**src/rtl/rob_entry_table_pkg.sv**
```systemverilog
// Shared ROB constants, entry type codes and the allocate bus layout.
// Imported by the ROB table, its lookup port and the Decoder.
package rob_entry_table_pkg;

  localparam int ROB_ENTRY_WIDTH = 3;
  localparam int ROB_DEPTH       = 1 << ROB_ENTRY_WIDTH;
  localparam int DATA_WIDTH      = 32;
  localparam int ADDR_WIDTH      = 32;
  localparam int REG_WIDTH       = 5;
  localparam int ROB_BUS_WIDTH   = 2 + ADDR_WIDTH + DATA_WIDTH + 1;

  typedef enum logic [1:0] {
    ROB_NONE   = 2'd0,
    ROB_BRANCH = 2'd1,
    ROB_STORE  = 2'd2,
    ROB_NORMAL = 2'd3
  } rob_type_e;

  // {type[66:65], dest[64:33], data[32:1], ready[0]}
  typedef struct packed {
    rob_type_e             typ;
    logic [ADDR_WIDTH-1:0] dest;
    logic [DATA_WIDTH-1:0] data;
    logic                  ready;
  } rob_bus_t;

endpackage

```
**src/rtl/rob_entry_table_lookup_port.sv**
```systemverilog
// One ROB operand lookup port; CDB bypass has priority over the table.
// Ports: i_check/i_entry request, i_cdb_* broadcast, i_valid/i_ready/i_data of entry, o_enable/o_value.
module rob_lookup_port
  import rob_entry_table_pkg::*;
(
  input  logic                       i_check,
  input  logic [ROB_ENTRY_WIDTH-1:0] i_entry,
  input  logic                       i_cdb_valid,
  input  logic [ROB_ENTRY_WIDTH-1:0] i_cdb_tag,
  input  logic [DATA_WIDTH-1:0]      i_cdb_data,
  input  logic                       i_valid,
  input  logic                       i_ready,
  input  logic [DATA_WIDTH-1:0]      i_data,
  output logic                       o_enable,
  output logic [DATA_WIDTH-1:0]      o_value
);

  logic w_bypass;

  assign w_bypass = i_cdb_valid && (i_cdb_tag == i_entry);

  always_comb begin
    o_enable = 1'b0;
    o_value  = '0;
    if (i_check) begin
      if (w_bypass) begin
        o_enable = 1'b1;
        o_value  = i_cdb_data;
      end else begin
        o_enable = i_valid && i_ready;
        o_value  = i_data;
      end
    end
  end

endmodule

```
**src/rtl/rob_entry_table.sv**
```systemverilog
// 8-entry reorder buffer: in-order allocate, CDB completion, in-order retire.
// Ports: rob_write/rob_bus alloc, rob_stall/rob_rd_lock, two lookups, cdb_*, commit_*.
module rob_entry_table
  import rob_entry_table_pkg::*;
(
  input  logic                       clk,
  input  logic                       rst,
  input  logic                       rob_write,
  input  logic [ROB_BUS_WIDTH-1:0]   rob_bus,
  output logic                       rob_stall,
  output logic [ROB_ENTRY_WIDTH-1:0] rob_rd_lock,
  input  logic                       rob_check_rs1,
  input  logic                       rob_check_rs2,
  input  logic [ROB_ENTRY_WIDTH-1:0] rob_value_entry1,
  input  logic [ROB_ENTRY_WIDTH-1:0] rob_value_entry2,
  output logic                       rob_value_enable1,
  output logic                       rob_value_enable2,
  output logic [DATA_WIDTH-1:0]      rob_value1,
  output logic [DATA_WIDTH-1:0]      rob_value2,
  input  logic                       cdb_valid,
  input  logic [ROB_ENTRY_WIDTH-1:0] cdb_tag,
  input  logic [DATA_WIDTH-1:0]      cdb_data,
  output logic                       commit_write,
  output logic [REG_WIDTH-1:0]       commit_rd,
  output logic [DATA_WIDTH-1:0]      commit_data,
  output logic [ROB_ENTRY_WIDTH-1:0] commit_tag
);

  logic [ROB_DEPTH-1:0]       r_valid;
  logic [ROB_DEPTH-1:0]       r_ready;
  rob_type_e                  r_type [ROB_DEPTH];
  logic [REG_WIDTH-1:0]       r_dest [ROB_DEPTH];
  logic [DATA_WIDTH-1:0]      r_data [ROB_DEPTH];
  logic [ROB_ENTRY_WIDTH-1:0] r_head;
  logic [ROB_ENTRY_WIDTH-1:0] r_tail;
  logic [ROB_ENTRY_WIDTH:0]   r_count;

  rob_bus_t w_bus;
  logic     w_full;
  logic     w_alloc;
  logic     w_retire;
  logic     w_cdb_hit;
  logic     w_unused_dest;

  assign w_bus     = rob_bus_t'(rob_bus);
  assign w_full    = (r_count == ROB_DEPTH[ROB_ENTRY_WIDTH:0]);
  assign w_alloc   = rob_write && !w_full;
  assign w_retire  = r_valid[r_head] && r_ready[r_head];
  assign w_cdb_hit = cdb_valid && r_valid[cdb_tag];

  // Only the architectural register index of dest is retired.
  assign w_unused_dest = ^w_bus.dest[ADDR_WIDTH-1:REG_WIDTH];

  assign rob_stall    = w_full;
  assign rob_rd_lock  = r_tail;
  assign commit_write = w_retire && (r_type[r_head] == ROB_NORMAL);
  assign commit_rd    = r_dest[r_head];
  assign commit_data  = r_data[r_head];
  assign commit_tag   = r_head;

  // Later assignments win: retire over a stale CDB on the head,
  // allocation over a CDB aimed at the slot being allocated.
  always_ff @(posedge clk or negedge rst) begin
    if (!rst) begin
      r_valid <= '0;
      r_ready <= '0;
      r_head  <= '0;
      r_tail  <= '0;
      r_count <= '0;
    end else begin
      if (w_cdb_hit) begin
        r_ready[cdb_tag] <= 1'b1;
      end
      if (w_retire) begin
        r_valid[r_head] <= 1'b0;
        r_ready[r_head] <= 1'b0;
        r_head          <= r_head + 3'd1;
      end
      if (w_alloc) begin
        r_valid[r_tail] <= 1'b1;
        r_ready[r_tail] <= w_bus.ready;
        r_tail          <= r_tail + 3'd1;
      end
      r_count <= r_count
               + {{ROB_ENTRY_WIDTH{1'b0}}, w_alloc}
               - {{ROB_ENTRY_WIDTH{1'b0}}, w_retire};
    end
  end

  // Payload needs no reset; it is qualified by r_valid.
  always_ff @(posedge clk) begin
    if (w_cdb_hit) begin
      r_data[cdb_tag] <= cdb_data;
    end
    if (w_alloc) begin
      r_type[r_tail] <= w_bus.typ;
      r_dest[r_tail] <= w_bus.dest[REG_WIDTH-1:0];
      r_data[r_tail] <= w_bus.data;
    end
  end

  rob_lookup_port u_lookup1 (
    .i_check     (rob_check_rs1),
    .i_entry     (rob_value_entry1),
    .i_cdb_valid (cdb_valid),
    .i_cdb_tag   (cdb_tag),
    .i_cdb_data  (cdb_data),
    .i_valid     (r_valid[rob_value_entry1]),
    .i_ready     (r_ready[rob_value_entry1]),
    .i_data      (r_data[rob_value_entry1]),
    .o_enable    (rob_value_enable1),
    .o_value     (rob_value1)
  );

  rob_lookup_port u_lookup2 (
    .i_check     (rob_check_rs2),
    .i_entry     (rob_value_entry2),
    .i_cdb_valid (cdb_valid),
    .i_cdb_tag   (cdb_tag),
    .i_cdb_data  (cdb_data),
    .i_valid     (r_valid[rob_value_entry2]),
    .i_ready     (r_ready[rob_value_entry2]),
    .i_data      (r_data[rob_value_entry2]),
    .o_enable    (rob_value_enable2),
    .o_value     (rob_value2)
  );

endmodule

```
**config.mk**
```make
export PLATFORM = sky130hd
export DESIGN_NAME = rob_entry_table
export DESIGN_NICKNAME = d
export VERILOG_FILES = /design/src/rtl/rob_entry_table_pkg.sv /design/src/rtl/rob_entry_table_lookup_port.sv /design/src/rtl/rob_entry_table.sv
export SDC_FILE = /design/constraint.sdc
export NUM_CORES = 1
export LEC_CHECK = 0
export BUFFER_PORTS_ARGS = -buffer_cell sky130_fd_sc_hd__buf_4
export CORE_ASPECT_RATIO = 1.2
export CORE_MARGIN = 4
export CORE_UTILIZATION = 30
export CTS_BUF_LIST = sky130_fd_sc_hd__clkbuf_8
export DETAILED_ROUTE_END_ITERATION = 8
export GPL_TIMING_DRIVEN = 0
export PLACE_DENSITY_LB_ADDON = 0.1
export SLEW_MARGIN = 40
export SYNTH_ARGS = -nofsm -noshare
export SYNTH_HDL_FRONTEND = slang
export SYNTH_SLANG_ARGS = --single-unit
```
**constraint.sdc**
```tcl
create_clock -name clk -period 2.8 [get_ports clk]
set_input_delay 0.42 -clock clk [delete_from_list [all_inputs] [get_ports clk]]
set_output_delay 0.42 -clock clk [all_outputs]
set_load 0.01 [all_outputs]
```
==> metrics, run 1 <==
synth unique cells 64; Pleak 10.8 nW; Iteration-0 DRC Markers approximately 1800; worst setup path class reg -> out; synthesis-to-finish area growth 30.4%; first-pass GRT wire length 138 mm; 1st-pass router iterations 7; Clk Latency, worst-skew pair 0.70 ns; worst hold path class in -> reg; worst rel slew slack around 44%; row cnt 107; min cycle time layout 3.06 ns; FMAX 0.327 GHz; routed len/inst 36.7 um; period utilization 109%; top cells by count, synth edfxtp_1, mux2_2, mux4_2; VDD IR max 521 uV; Reg area 10000 um^2; RSZ-0062 raised after global routing yes; ranking of synthesized cells by area edfxtp_1, mux4_2, mux2_2; PortBufs 157; Worst Slack Setup Final -0.261 ns; Routed Antenna Nets 0; Die Height 303 um; Final GP Congestion 0.847; max-slew violations 0; Mean Syn Cell Area 14.7 um^2; routed vias/inst 5.94; Initial Util between 30% and 40%; Max Buffers Root-to-Sink 3; Sink Count 338; Post-Syn Area 21800 um^2; vias after detailed routing 16700; CTS tree yes; Worst EP required 2.38 ns; GRT overflow 0; Num CTS Buffers 60; Post-DP HPWL 66.9 mm; most used flip-flop cell after synthesis edfxtp_1; post-synth top area cell edfxtp_1; final non-filler cell total 2817; Post-Synthesis Cells 1483; GR Util All Layers 25.8%; H-tree levels 2; clk slew on worst S/H paths 0.06 ns; CTS Root Cell clkbuf_8; most frequent cell after synthesis edfxtp_1; Startpoint Class flop; maximum fanout along the worst path 7; worst path arrival time 2.64 ns; failing checks setup timing; Synth Register Bits 338; vias in the first global route 16800; Seq/Total Area, Yosys 46.1%; outcome finished with violations; area occupied by multi-input gates about 11000 um^2; Boundary Pins 225; Post-Place Cells 2579; fill count 6744; final wirelength 103 mm; worst slew pin tran 0.833 ns; post-synthesis net count 1605; Core Area 71500 um^2; number of enable flip-flop cells after synthesis 312; Post-synth ARST share 7.69%; CP Capture Type output port; die width 254 um; final clock skew 0.0316 ns; Max Cap Violations 0; largest net degree at the start of global routing 27; Final Hold Fails 0; Synth top area share between 40% and 50%; Fin Hold WS 0.0793 ns; DRC viols 0; Total Nets Final 1966; die area 76900 um^2; layout cells sized above 1 between 50% and 60%; PD cells just over 1000 nW/um^2; Setup violations, final 39; yosys warns 0; initial antenna violation count 8
cells by family (layout without fill, tap and decap cells):
| family | after synthesis | count (layout) | synth area share [%] |
|---|---|---|---|
| adder cells (fa/ha/maj) | 8 | 8 | 0.495 |
| flip-flops | 338 | 338 | 46.1 |
| buffers and inverters | 179 | 583 | 5.07 |
| XOR/XNOR | 12 | 12 | 0.483 |
| other | 0 | 4 | 0 |
| AO/OA/AOI/OAI | 220 | 220 | 8.46 |
| AND/OR/NAND/NOR | 186 | 186 | 4.26 |
| multiplexers | 540 | 540 | 35.2 |
metal layers:
metal | up-vias | GRT usage (%) | wire (um)
met5 | - | 0 | 51
met4 | 8 | 10.1 | 4340
met3 | 212 | 5.04 | 8230
met2 | 928 | 43.0 | 50300
met1 | 8789 | 33.2 | 40400
li1 | 6785 | - | -
state kept, by name (all words and copies together) (netlist names):
name and flops:
commit_tag 3, r_ready 8, r_valid 8, r_dest 40
rob_rd_lock 3, r_type 16, r_count 4, r_data 256
power by group:
group / internal, mW / switching (mW) / total (mW)
Clock: 2.28 / 2.27 / 4.55
Sequential: 6.75 / 0.682 / 7.43
Combinational: 7.78 / 8.74 / 16.5
critical path: stages, from the launching register on:
cell,delay (ns)
dfrtp_2,0.44
buf_12,0.16
buf_4,0.15
nor2b_4,0.23
clkbuf_16,0.21
a221oi_2,0.07
o211ai_1,0.46
buf_4,0.22
area by class of cell:
type	count	area share, %
inverters	17	0.313
clock inverters	37	0.644
multi-input cells	966	39.9
diodes	4	0.0353
flip-flops and latches	338	35.4
plain buffers	159	5.54
well taps	926	4.09
clock buffers	68	3.30
repair buffers	302	10.8
path summary, 6_finish.rpt:
check,start,endpoint,slack [ns],cells after the start
worst max-delay path,commit_tag[2]$_DFFE_PN0N_,commit_data[31],-0.26,7
worst min-delay path,rob_bus[22],r_data[7][21]$_DFFE_PP_,0.08,2
min in group asynchronous,rst,r_count[3]$_DFF_PN0_,0.20,2
worst min register to register,r_valid[0]$_DFF_PN0_,r_valid[0]$_DFF_PN0_,0.56,1
worst max register to register,commit_tag[2]$_DFFE_PN0N_,r_count[1]$_DFF_PN0_,-0.03,14
max in group asynchronous,rst,commit_tag[1]$_DFFE_PN0N_,2.29,2
repair_timing:
item,in CTS,in global routing
pin swaps,24,54
gates cloned,5,5
hold endpoints to repair,83,0
gates resized for setup,215,114
buffers inserted,67,49
hold buffers,9,0
endpoints found under the setup margin,71,114
cell usage in the layout, fill, tap and decap left out, types with 17 or more instances in the layout:
cell type | Yosys | final
edfxtp_1 | 312 | 312
mux2_2 | 277 | 265
buf_4 | 27 | 231
mux4_2 | 149 | 149
nand2_1 | 111 | 104
mux2i_1 | 94 | 91
clkbuf_8 | 0 | 72
o211a_1 | 64 | 64
buf_6 | 19 | 60
buf_12 | 8 | 50
buf_1 | 41 | 34
a22oi_1 | 36 | 28
inv_1 | 12 | 26
buf_2 | 46 | 23
dfrtp_1 | 26 | 18
mux2_1 | 17 | 17
metrics by stage:
step                      instance area [um^2]  setup TNS [ns]  power (mW)  setup WS (ns)  utilization [%]
after floorplan                          21800               0        13.6          0.160                -
after global placement                   24100         -278.07        19.0          -1.40             33.7
after detailed placement                 24500          -17.01        19.4         -0.687             34.2
after CTS                                27300           -5.88        26.7         -0.230             38.2
after global routing                     28400           -7.76        29.3         -0.270             39.7
final                                    28400           -4.88        28.5         -0.261             39.7
No activity file was read; power rests on OpenSTA's default activity.
==> run 2: changes to the inputs <==
--- a/config.mk
+++ b/config.mk
@@ -6,6 +6,8 @@
 export NUM_CORES = 1
 export LEC_CHECK = 0
 export BUFFER_PORTS_ARGS = -buffer_cell sky130_fd_sc_hd__buf_4
+export CELL_PAD_IN_SITES_DETAIL_PLACEMENT = 1
+export CELL_PAD_IN_SITES_GLOBAL_PLACEMENT = 1
 export CORE_ASPECT_RATIO = 1.2
 export CORE_MARGIN = 4
 export CORE_UTILIZATION = 30
==> metrics, run 2 (synthesis gave the netlist of run 1 again) <==
Pleak 10.9 nW (was 10.8 nW); Iteration-0 DRC Markers 1427 (was 1781); WHS Endpoint r_ready[6]$_DFF_PN0_ (was r_data[7][21]$_DFFE_PP_); hold depth 2 (unchanged); CTS Root Cell clkbuf_8 (unchanged); VDD IR max 405 uV (was 521 uV); min cycle time layout 3.07 ns (was 3.06 ns); Initial Util 30.4% (unchanged); Total Nets Final 1981 (was 1966); flop2flop setup slack -0.10 ns (was -0.03 ns); CTS tree yes (unchanged); Final GP Congestion 0.823 (was 0.847); worst rel slew slack 43.6% (was 44.5%); Regs by FF count r_data: 256 flops, r_dest: 40 flops, r_type: 16 flops (unchanged); routed len/inst 36.9 um (was 36.7 um); final clock skew 0.0401 ns (was 0.0316 ns); DRC viols 0 (unchanged); worst setup path class reg -> out (unchanged); final non-filler cell total 2838 (was 2817); die area 76900 um^2 (unchanged); layout cells sized above 1 55.4% (was 54.6%); clk slew on worst S/H paths 0.06 ns (about the same); crit-path leading delay family compound AO/OA/AOI/OAI gates (was buffers and inverters); Final Hold Fails 0 (unchanged); largest net degree at the start of global routing 27 (unchanged); worst hold start rob_bus[0] (was rob_bus[22]); routed vias/inst 5.81 (was 5.94); Die Height 303 um (unchanged); row cnt 107 (unchanged); Setup violations, final 40 (was 39); final wirelength 105 mm (was 103 mm); most frequent cells in the layout edfxtp_1, mux2_2, buf_4 (unchanged); Clk Latency, worst-skew pair 0.70 ns (about the same); Post-Place Cells 2579 (unchanged); Max Cap Violations 0 (unchanged); PortBufs 157 (unchanged); GR Util All Layers 26.4% (was 25.8%); FMAX 0.326 GHz (was 0.327 GHz); initial antenna violation count 10 (was 8); crit-path max cell delay 0.48 ns (was 0.46 ns); worst r2r path cells 13 (was 14); outcome finished with violations (unchanged); Crit Reg-Reg Endpoint r_count[1]$_DFF_PN0_ (unchanged); worst path bufs/invs 3 (was 4); Max Buffers Root-to-Sink 3 (unchanged); worst hold path class in -> reg (unchanged); period utilization 110% (was 109%); Sink Count 338 (unchanged); worst path arrival time 2.65 ns (was 2.64 ns); Core Area 71500 um^2 (unchanged); worst-path cell chain buf_12 > buf_4 > mux2_2 > a221o_1 > a21boi_1 > a221o_1 > buf_6 (was buf_12 > buf_4 > nor2b_4 > clkbuf_16 > a221oi_2 > o211ai_1 > buf_4); worst slew pin tran 0.846 ns (was 0.833 ns); max-slew violations 0 (unchanged); vias in the first global route 17100 (was 16800); RSZ-0062 raised after global routing yes (unchanged); commonest non-fill, non-tap cell in the layout edfxtp_1 (unchanged); most common cell type on the critical path a221o_1 (was buf_4); Routed Antenna Nets 0 (unchanged); PD cells 1010 nW/um^2 (about the same); CP Capture Type output port (unchanged); 1st-pass router iterations 5 (was 7); failing checks setup timing (unchanged); Worst EP required 2.38 ns (about the same); first-pass GRT wire length 140 mm (was 138 mm); Boundary Pins 225 (unchanged); Sum Neg Setup Slack -5.86 ns (was -4.88 ns); GRT overflow 0 (unchanged); Slowest cell on crit path dfrtp_2 (was o211ai_1); Startpoint Class flop (unchanged); Num CTS Buffers 61 (was 60); Post-DP HPWL 69.0 mm (was 66.9 mm); synthesis-to-finish area growth 30.7% (was 30.4%); vias after detailed routing 16500 (was 16700); die width 254 um (unchanged); H-tree levels 2 (unchanged); Worst Slack Setup Final -0.272 ns (was -0.261 ns); maximum fanout along the worst path 5 (was 7); Reg with most FFs r_data (unchanged); max reg flops 256 (unchanged); R2R Path Start commit_tag[2]$_DFFE_PN0N_ (unchanged)
==> run 2: power breakdown <==
part | switching [mW] | total [mW] | internal, mW | leakage, nW
Clock | 2.31 | 4.72 | 2.41 | 0.676
Sequential | 0.687 | 7.44 | 6.75 | 3.14
Combinational | 8.75 | 16.6 | 7.85 | 7.10
==> run 2: what timing repair did <==
action,4_1_cts,5_1_grt
setup endpoints to repair,109,68
pin swaps,33,30
cloned,2,4
endpoints found under the hold margin,82,0
hold buffers,8,0
setup buffers,64,67
gates resized for setup,203,102
==> run 2: how the worst max path moves through the flow <==
stage | depth (start not counted) | to | start | slack (ns)
5_1_grt | 7 | commit_data[17] | commit_tag[2]$_DFFE_PN0N_ | -0.36
4_1_cts | 8 | commit_data[17] | commit_tag[2]$_DFFE_PN0N_ | -0.35
3_5_place_dp | 7 | commit_data[31] | commit_tag[2]$_DFFE_PN0N_ | -0.75
2_1_floorplan | 11 | r_count[2]$_DFF_PN0_ | commit_tag[0]$_DFFE_PN0N_ | 0.16
3_3_place_gp | 7 | r_data[0][13]$_DFFE_PP_ | r_count[2]$_DFF_PN0_ | -1.49
6_report | 7 | commit_data[18] | commit_tag[2]$_DFFE_PN0N_ | -0.27
==> run 2: per-stage QoR <==
step	utilization, %	worst slack [ns]	cell area (um^2)	total power, mW	hold WS [ns]
floorplan	-	0.160	21800	13.6	0.124
global placement	33.7	-1.49	24100	19.1	0.363
detailed placement	34.2	-0.747	24500	19.6	0.368
CTS	38.1	-0.349	27200	26.8	0.0164
global route	39.8	-0.362	28400	29.7	0.0321
finish	39.8	-0.272	28400	28.7	0.0593
==> run 2: layout make-up <==
type	count	area [um^2]
timing repair buffer	315	3120
inverter	17	88.8
tap	926	1160
sequential	338	10000
multi-input combinational	966	11200
clock buffer	68	936
clock inverter	46	256
antenna	2	5.00
fill	7307	43100
buffer	160	1610
==> run 2: metal layers <==
metal  wire length, um  global-route usage, %  up-vias
met4              4350                   9.88        8
met3              6060                   3.73      185
li1                  -                      -     6801
met2             51200                   45.2      727
met1             43000                   34.0     8764
met5                45                      0        -
